File: src/rtl/computer_pkg.sv
// Shared VGA timing constants, derived totals and the registered pixel-output bundle
// for the computer_top display slice.
package computer_pkg;

    localparam int CNT_W   = 10;
    localparam int FRAME_W = 16;

    localparam int H_VIS  = 640;
    localparam int H_FP   = 16;
    localparam int H_SYNC = 96;
    localparam int H_BP   = 48;
    localparam int V_VIS  = 480;
    localparam int V_FP   = 10;
    localparam int V_SYNC = 2;
    localparam int V_BP   = 33;

    function automatic int span_total(input int vis, input int fp, input int sync, input int bp);
        return vis + fp + sync + bp;
    endfunction

    function automatic int sync_first(input int vis, input int fp);
        return vis + fp;
    endfunction

    function automatic int sync_last(input int vis, input int fp, input int sync);
        return vis + fp + sync - 1;
    endfunction

    localparam int H_TOTAL      = span_total(H_VIS, H_FP, H_SYNC, H_BP);
    localparam int V_TOTAL      = span_total(V_VIS, V_FP, V_SYNC, V_BP);
    localparam int H_SYNC_START = sync_first(H_VIS, H_FP);
    localparam int H_SYNC_END   = sync_last(H_VIS, H_FP, H_SYNC);
    localparam int V_SYNC_START = sync_first(V_VIS, V_FP);
    localparam int V_SYNC_END   = sync_last(V_VIS, V_FP, V_SYNC);

    typedef struct packed {
        logic [7:0] color;
        logic       hsync;
        logic       vsync;
        logic       on;
    } pixel_out_t;

    // Blanked pixel with both syncs inactive; also the reset value.
    localparam pixel_out_t PIXEL_IDLE = '{color: 8'h00, hsync: 1'b1, vsync: 1'b1, on: 1'b0};

endpackage

File: src/rtl/vga_timing.sv
// Horizontal/vertical pixel counters advanced on the pixel tick, plus combinational
// sync, visible-area and end-of-frame decode of the current position.
module vga_timing #(
    parameter int H_VIS  = computer_pkg::H_VIS,
    parameter int H_FP   = computer_pkg::H_FP,
    parameter int H_SYNC = computer_pkg::H_SYNC,
    parameter int H_BP   = computer_pkg::H_BP,
    parameter int V_VIS  = computer_pkg::V_VIS,
    parameter int V_FP   = computer_pkg::V_FP,
    parameter int V_SYNC = computer_pkg::V_SYNC,
    parameter int V_BP   = computer_pkg::V_BP
) (
    input  logic                           clk,
    input  logic                           rst,
    input  logic                           tick,
    output logic [computer_pkg::CNT_W-1:0] hcnt,
    output logic [computer_pkg::CNT_W-1:0] vcnt,
    output logic                           frame_end,
    output logic                           hsync_n,
    output logic                           vsync_n,
    output logic                           visible
);
    import computer_pkg::*;

    localparam logic [CNT_W-1:0] H_LAST   = CNT_W'(span_total(H_VIS, H_FP, H_SYNC, H_BP) - 1);
    localparam logic [CNT_W-1:0] V_LAST   = CNT_W'(span_total(V_VIS, V_FP, V_SYNC, V_BP) - 1);
    localparam logic [CNT_W-1:0] HS_FIRST = CNT_W'(sync_first(H_VIS, H_FP));
    localparam logic [CNT_W-1:0] HS_LAST  = CNT_W'(sync_last(H_VIS, H_FP, H_SYNC));
    localparam logic [CNT_W-1:0] VS_FIRST = CNT_W'(sync_first(V_VIS, V_FP));
    localparam logic [CNT_W-1:0] VS_LAST  = CNT_W'(sync_last(V_VIS, V_FP, V_SYNC));
    localparam logic [CNT_W-1:0] H_VIS_C  = CNT_W'(H_VIS);
    localparam logic [CNT_W-1:0] V_VIS_C  = CNT_W'(V_VIS);

    // vcnt steps only on the tick where hcnt wraps, so both wrap together at frame end.
    always_ff @(posedge clk or posedge rst) begin
        if (rst) begin
            hcnt <= '0;
            vcnt <= '0;
        end else if (tick) begin
            if (hcnt == H_LAST) begin
                hcnt <= '0;
                vcnt <= (vcnt == V_LAST) ? '0 : vcnt + 10'd1;
            end else begin
                hcnt <= hcnt + 10'd1;
            end
        end
    end

    always_comb begin
        hsync_n   = !((hcnt >= HS_FIRST) && (hcnt <= HS_LAST));
        vsync_n   = !((vcnt >= VS_FIRST) && (vcnt <= VS_LAST));
        visible   = (hcnt < H_VIS_C) && (vcnt < V_VIS_C);
        frame_end = (hcnt == H_LAST) && (vcnt == V_LAST);
    end

endmodule

File: src/rtl/computer_top.sv
// Display pipeline top: pixel-tick phase toggle, frame counter, XOR test-pattern colour
// and the registered VGA outputs driven from the pre-increment timing position.
module computer_top #(
    parameter int H_VIS  = computer_pkg::H_VIS,
    parameter int H_FP   = computer_pkg::H_FP,
    parameter int H_SYNC = computer_pkg::H_SYNC,
    parameter int H_BP   = computer_pkg::H_BP,
    parameter int V_VIS  = computer_pkg::V_VIS,
    parameter int V_FP   = computer_pkg::V_FP,
    parameter int V_SYNC = computer_pkg::V_SYNC,
    parameter int V_BP   = computer_pkg::V_BP
) (
    input  logic       ext_clk,
    input  logic       reset,
    input  logic       enable,
    output logic [7:0] color,
    output logic       HSync,
    output logic       VSync,
    output logic       on
);
    import computer_pkg::*;

    logic               phase;
    logic               tick;
    logic [CNT_W-1:0]   hcnt;
    logic [CNT_W-1:0]   vcnt;
    logic [FRAME_W-1:0] frame;
    logic               frame_end;
    logic               hsync_n;
    logic               vsync_n;
    logic               visible;
    pixel_out_t         pix_d;
    pixel_out_t         pix_q;
    logic               unused_bits;

    // Pixel clock enable: every second ext_clk edge while enabled, frozen otherwise.
    assign tick = enable & phase;

    always_ff @(posedge ext_clk or posedge reset) begin
        if (reset) begin
            phase <= 1'b0;
        end else if (enable) begin
            phase <= ~phase;
        end
    end

    vga_timing #(
        .H_VIS  (H_VIS),
        .H_FP   (H_FP),
        .H_SYNC (H_SYNC),
        .H_BP   (H_BP),
        .V_VIS  (V_VIS),
        .V_FP   (V_FP),
        .V_SYNC (V_SYNC),
        .V_BP   (V_BP)
    ) u_timing (
        .clk       (ext_clk),
        .rst       (reset),
        .tick      (tick),
        .hcnt      (hcnt),
        .vcnt      (vcnt),
        .frame_end (frame_end),
        .hsync_n   (hsync_n),
        .vsync_n   (vsync_n),
        .visible   (visible)
    );

    always_ff @(posedge ext_clk or posedge reset) begin
        if (reset) begin
            frame <= '0;
        end else if (tick && frame_end) begin
            frame <= frame + 16'd1;
        end
    end

    always_comb begin
        pix_d       = PIXEL_IDLE;
        pix_d.hsync = hsync_n;
        pix_d.vsync = vsync_n;
        pix_d.on    = visible;
        pix_d.color = visible ? (hcnt[7:0] ^ vcnt[7:0] ^ frame[7:0]) : 8'h00;
    end

    always_ff @(posedge ext_clk or posedge reset) begin
        if (reset) begin
            pix_q <= PIXEL_IDLE;
        end else if (tick) begin
            pix_q <= pix_d;
        end
    end

    assign color = pix_q.color;
    assign HSync = pix_q.hsync;
    assign VSync = pix_q.vsync;
    assign on    = pix_q.on;

    assign unused_bits = ^{frame[FRAME_W-1:8], hcnt[CNT_W-1:8], vcnt[CNT_W-1:8]};

endmodule

File: config.mk
export PLATFORM = sky130hd
export DESIGN_NAME = computer_top
export DESIGN_NICKNAME = d
export VERILOG_FILES = /design/src/rtl/computer_pkg.sv /design/src/rtl/vga_timing.sv /design/src/rtl/computer_top.sv
export SDC_FILE = /design/constraint.sdc
export NUM_CORES = 1
export LEC_CHECK = 0
export CAP_MARGIN = 20
export CORE_UTILIZATION = 55
export DETAILED_ROUTE_END_ITERATION = 7
export PLACE_DENSITY_LB_ADDON = 0.08
export SLEW_MARGIN = 15
export SYNTH_ARGS = -nofsm -noshare
export SYNTH_HDL_FRONTEND = slang
export SYNTH_HIERARCHICAL = 1
export SYNTH_SLANG_ARGS = --single-unit
File: constraint.sdc
create_clock -name ext_clk -period 2.4 [get_ports ext_clk]
set_input_delay 0.6 -clock ext_clk [delete_from_list [all_inputs] [get_ports ext_clk]]
set_output_delay 0.6 -clock ext_clk [all_outputs]
set_load 0.01 [all_outputs]
== Word level (Yosys, flattened, before mapping) ==
Cells that the tools add are included.
Cells by class
  eq/ne operators: 2
  $lt $le $gt $ge: 6
  mux-type cells: 3
  reduce and logical (&&, ||, !) cells: 8
  bitwise logic cells: 4
  add/sub/neg operators: 3
Operator list (count)
  adder 10 x 1 -> 10 bit, second input constant: 2
  equality test 10 bit, second input constant: 2
  two-way mux 10 bit: 2
  adder 16 x 1 -> 16 bit, second input constant: 1
  bitwise XOR 8 bit: 2
  >= comparator 10 bit, second input constant: 1
  >= comparator 10 x 9 -> 1 bit, second input constant: 1
  <= comparator 10 bit, second input constant: 1
  <= comparator 10 x 9 -> 1 bit, second input constant: 1
  < comparator 10 bit, second input constant: 1
  < comparator 10 x 9 -> 1 bit, second input constant: 1
  two-way mux 8 bit: 1
  logical AND 1 bit: 5
  logical NOT 1 bit: 2
  AND reduction 2 bit: 1
  AND 1 bit: 1
  inverter 1 bit: 1
Word-level totals
  register bits: 48
  output and inout bits: 11
  logic and storage cells: 34
  input port bits: 3

== Logic depth before layout (Yosys ltp) ==
  word-level depth: 3
  gate-level depth with buffers: 8
  gate-level depth less buffers: 8

== By module ==
The synthesis kept the hierarchy.
By module, submodules not included
  vga_timing: seq. area each 500.5 µm², area each 1181.1 µm², instances 1, cells each 113
  computer_top: seq. area each 503.0 µm², area each 1019.7 µm², instances 1, cells each 96

== Worst setup path after synthesis ==
No wires, ideal clock.
  path kind: register to register
  start: register u_timing/vcnt[0] (netlist bit)
  end: register frame[6]
  cell stages (with the launch flop): 9
  arrival: 2.123 ns
  slack: 0.197 ns
  clock period less this slack: 2.203 ns
  data required time: 2.321 ns
  cell sequence: dfrtp_1 -> inv_1 -> ha_1 -> nand4_1 -> or4_4 -> nor4_2 -> nand4_1 -> nor3_2 -> xor2_1
Between the ends
  longest elaborated chain between the ends: 3
Ends and longest elaborated chain
  start, declared: line vga_timing.sv:17  | output logic [computer_pkg::CNT_W-1:0] vcnt,
  start signal, assigned: line vga_timing.sv:42  | vcnt <= (vcnt == V_LAST) ? '0 : vcnt + 10'd1;
  equality test 10 bit: line vga_timing.sv:53  | frame_end = (hcnt == H_LAST) && (vcnt == V_LAST);
  logical AND 1 bit: line vga_timing.sv:53
  named net frame_end: line computer_top.sv:28  | logic frame_end;
  logical AND 1 bit: line computer_top.sv:71  | end else if (tick && frame_end) begin
  end signal, assigned: line computer_top.sv:72  | frame <= frame + 16'd1;
  end, declared: line computer_top.sv:27  | logic [FRAME_W-1:0] frame;
The timed path passes the listed nets, and every way through them passes these cells.
A chain may end at the register's enable or synchronous reset.

== Worst setup path in the final report ==
  start: register u_timing/vcnt[7] (netlist bit)
  end: register frame[4]
The elaborated chain is that of the path after synthesis.

==> results.md <==
Yosys:
- By instance count, the leading cell after synthesis is dfrtp_1.
- The net count of the mapped netlist is 218.
- After synthesis, the largest area contributor takes up 43.21% of total cell area.
- For this run, asynchronously set or reset flops after synthesis account for 100.0%.
- The synthesized design contains 40 register bits.
- Of the synthesized area, sequential elements account for 45.59%.
- The cell area that synthesis handed to floorplanning was 2201 sq um.
- The number of cells produced by synthesis is 209.
- The commonest register cell after synthesis is dfrtp_1.
- The synthesized netlist contains 43 unique library cells.
- The average instance in the mapped netlist occupies 10.53 sq um.
- In the post-synthesis netlist, the biggest area contributors are dfrtp_1 (43%), xor2_1 (7.6%), o41ai_2 (4.4%), xnor2_1 (4.4%), nand2_1 (4.1%).
- Sorting the synthesized cells by how often they occur yields dfrtp_1 (38), nand2_1 (24), nor2_1 (19), xor2_1 (19), nand3_1 (12).
- The Yosys step of the flow raised 6 warnings.
- The biggest area consumer among synthesized cells is dfrtp_1.
- The number of enable flip-flop cells after synthesis is 0.

Setup path:
- The critical path goes through or3_1 -> or4_4 -> nor4_4 -> nand4_1 -> nor2_1 -> xor2_1.
- The critical path class is flop to flop.
- The critical path's largest stage delay is 450 ps.
- The startpoint kind of the worst setup timing path is a flop.
- At the worst endpoint, the required time is 2610 ps.
- STA classifies the critical path endpoint as a flop.
- Data on the critical path arrives at its endpoint at 2460 ps.
- Along the worst path, the maximum fanout reaches 4.
- On the critical path, the stage with the largest delay is an instance of or4_4.

Global routing:
- The remaining global-route overflow is 0.
- The global routing stage identified its most utilized layer as met2.
- In the global route stage, met1 resource usage came out at 33.75%.
- The overall fraction of global-route tracks in use is 25.12%.
- The first-pass GRT wire length is 8.017 mm.
- The number of global-route vias before repair is 1698.
- Entering global routing, the biggest net connects 21 pins.
- Global routing used 40.34% of the available met2 tracks.
- For this run, global-route usage on met3 was measured as 5.903%.
- The number of antenna violations at the first check in global routing was 0.

Drt:
- The remaining routing DRC violations is 0.
- The ratio of routed vias to standard cells is 5.654.
- The number of vias in the routed layout is 1617.
- The first detailed-routing pass took 4 iterations.
- The total wire length is 4.608 mm.
- The number of DRC markers after the initial detailed-route iteration is 124.
- The average wire per cell in the routed design is 16.11 microns.
- In this run the remaining antenna-violating nets after routing total 0.

Place:
- Routability-driven placement finished with a final weighted congestion of 0.9590.
- At the placement stage, the worst setup path has a slack of 62.27 ps.
- The half-perimeter wire length after detailed placement is 3.420 mm.
- Input and output buffers added on the ports amount to 13.

Timing:
- The hold violation count in the final report was 0.
- Setup repair after global routing left no endpoint under its margin.
- The transition time at the pin with the least slew margin is 400.4 ps.
- The setup TNS is 0 ps.
- The largest clock skew in the final design is 7.342 ps.
- The worst-case setup margin in the final layout is 154.2 ps.
- The maximum achievable frequency is 445.3 MHz.
- The post-layout minimum cycle time is 2246 ps.
- Setup violations remaining at the end of the flow were counted as 0.
- The portion of the clock cycle consumed by the worst path in the final layout is 93.57%.
- On the final layout, the worst hold slack is 477.8 ps.
- In this run the tightest slew margin relative to its limit is 73.30%.
- The final-report max-slew violation count came to 0.

Cells and area:
- The number of inserted diodes is 0.
- The post-synthesis to final-layout area growth is 18.02%.
- The final-stage net count is 246.
- Of the cells placed in the final design, the portion with a size suffix greater than 1 is 17.65%.
- Counting the fill cells in the layout gives 300.

Floorplan:
- The die area is 4258 sq um.
- The overall die height is 65.26 microns.
- The die extent in x is 65.26 microns.
- The number of placement rows is 22.
- Pin placement for this block handled 14 I/O pins.
- The effective utilization at floorplan is 58.79%.
- The placeable core region is 3744 sq um.

Clock network:
- The clock latency of the later-clocked register in the worst-skew pair is 290 ps.
- The buffer cell driving the clock tree root is clkbuf_8.
- The maximum buffer depth of the clock tree is 2.
- In this run, post-CTS hold repair placed 0 buffers.
- Counting the buffers created by CTS gives 5.
- TritonCTS built the clock tree.
- The clock tree synthesis step divided the H-tree into 2 levels.
- The clock net in this run drives a total of 40 sinks.
- The number of setup buffers added after CTS is 0.
- Once the clock tree was built, the resizer swapped 0 gates to a different size.
- Clock-pin slew was measured on the worst setup and hold paths at 80 ps.

Status:
- The run finished with clean final reports.

Pwr:
- The reported leakage power is 1.203 nW.
- Power spread over the standard cell area amounts to 853.0 nW/um^2.
- Overall power consumption after layout is estimated at 2.216 mW.
- The maximum resistive drop on vdd is 0.5663 mV.

Min path:
- The worst min-delay path class is flop to flop.

Flow run:
- Across the run, the number of max-cap violations was 0.
-- routing by layer --
layer	routed length (microns)	share of wire (%)	vias to the layer above
met4	47	1.0	0
li1	-	-	786
met5	0	0	-
met1	2158	47	795
met3	166	3.6	6
met2	2235	49	30
-- cell usage in the layout, fill, tap and decap left out, types with 6 or more instances in the layout --
cell,Yosys,layout
and2_1,7,7
xnor2_1,11,11
ha_1,6,6
nand4_1,7,7
inv_1,9,9
nand2_1,24,24
buf_4,1,13
xor2_1,19,19
o41ai_2,6,6
nor2_1,19,19
clkbuf_8,0,7
dfrtp_1,38,38
nand3_1,12,12
clkdlybuf4s50_1,0,13
-- report_power, final --
group / switching, mW / internal, mW
logic: 0.322 / 0.311
clock network: 0.234 / 0.367
registers: 0.165 / 0.817
-- critical path: cells and delay by family (launching register included) --
family / cells / cell delay [ps]
XOR/XNOR: 1 / 180
AND/OR/NAND/NOR: 5 / 1550
flip-flops: 1 / 430
-- flip-flops by register name, indices dropped and copies added (netlist names) --
signal	flops
u_timing/vcnt	10
on	1
frame	8
u_timing/hcnt	10
VSync	1
phase	1
HSync	1
color	8
-- through the flow --
| step | util [%] | instance area (sq um) | std cells |
|---|---|---|---|
| 5_1_grt | 69.38 | 2597 | 286 |
| 3_5_place_dp | 65.78 | 2462 | 278 |
| 3_3_place_gp | 65.78 | 2462 | 278 |
| 2_1_floorplan | - | 2201 | 209 |
| 6_report | 69.38 | 2597 | 286 |
| 4_1_cts | 69.15 | 2589 | 286 |
-- kinds of logic after synthesis --
kind of cell / Yosys count / share of synthesized area (%)
and+or+nand+nor: 95 / 26.27
DFF: 40 / 45.59
xor gates and xnor gates: 30 / 11.94
AOI/OAI and AO/OA: 21 / 8.926
buffers and inverters: 15 / 2.899
adders and majority gates: 6 / 3.411
muxes: 2 / 0.9664
-- path summary, 6_finish.rpt --
| kind | depth (start not counted) | slack, ps | startpoint | endpoint |
|---|---|---|---|---|
| max in group asynchronous | 3 | 1450 | reset | HSync |
| min in group asynchronous | 3 | 670 | reset | frame[4] |
| worst max-delay path | 6 | 150 | u_timing/vcnt[7] | frame[4] |
| worst max register to register | 6 | 150 | u_timing/vcnt[7] | frame[4] |
| worst min register to register | 2 | 480 | VSync | VSync |
| worst min-delay path | 2 | 480 | VSync | VSync |
-- layout make-up --
| cell class | count | area [sq um] | area share [%] |
|---|---|---|---|
| Multi-Input combinational cell | 154 | 1142 | 43.98 |
| Tap cell | 48 | 60.06 | 2.312 |
| Timing Repair Buffer | 26 | 227.7 | 8.767 |
| Clock inverter | 1 | 30.03 | 1.156 |
| Inverter | 10 | 37.54 | 1.445 |
| Sequential cell | 40 | 1003 | 38.63 |
| Clock buffer | 7 | 96.34 | 3.709 |
(Power assumes the default switching activity.)
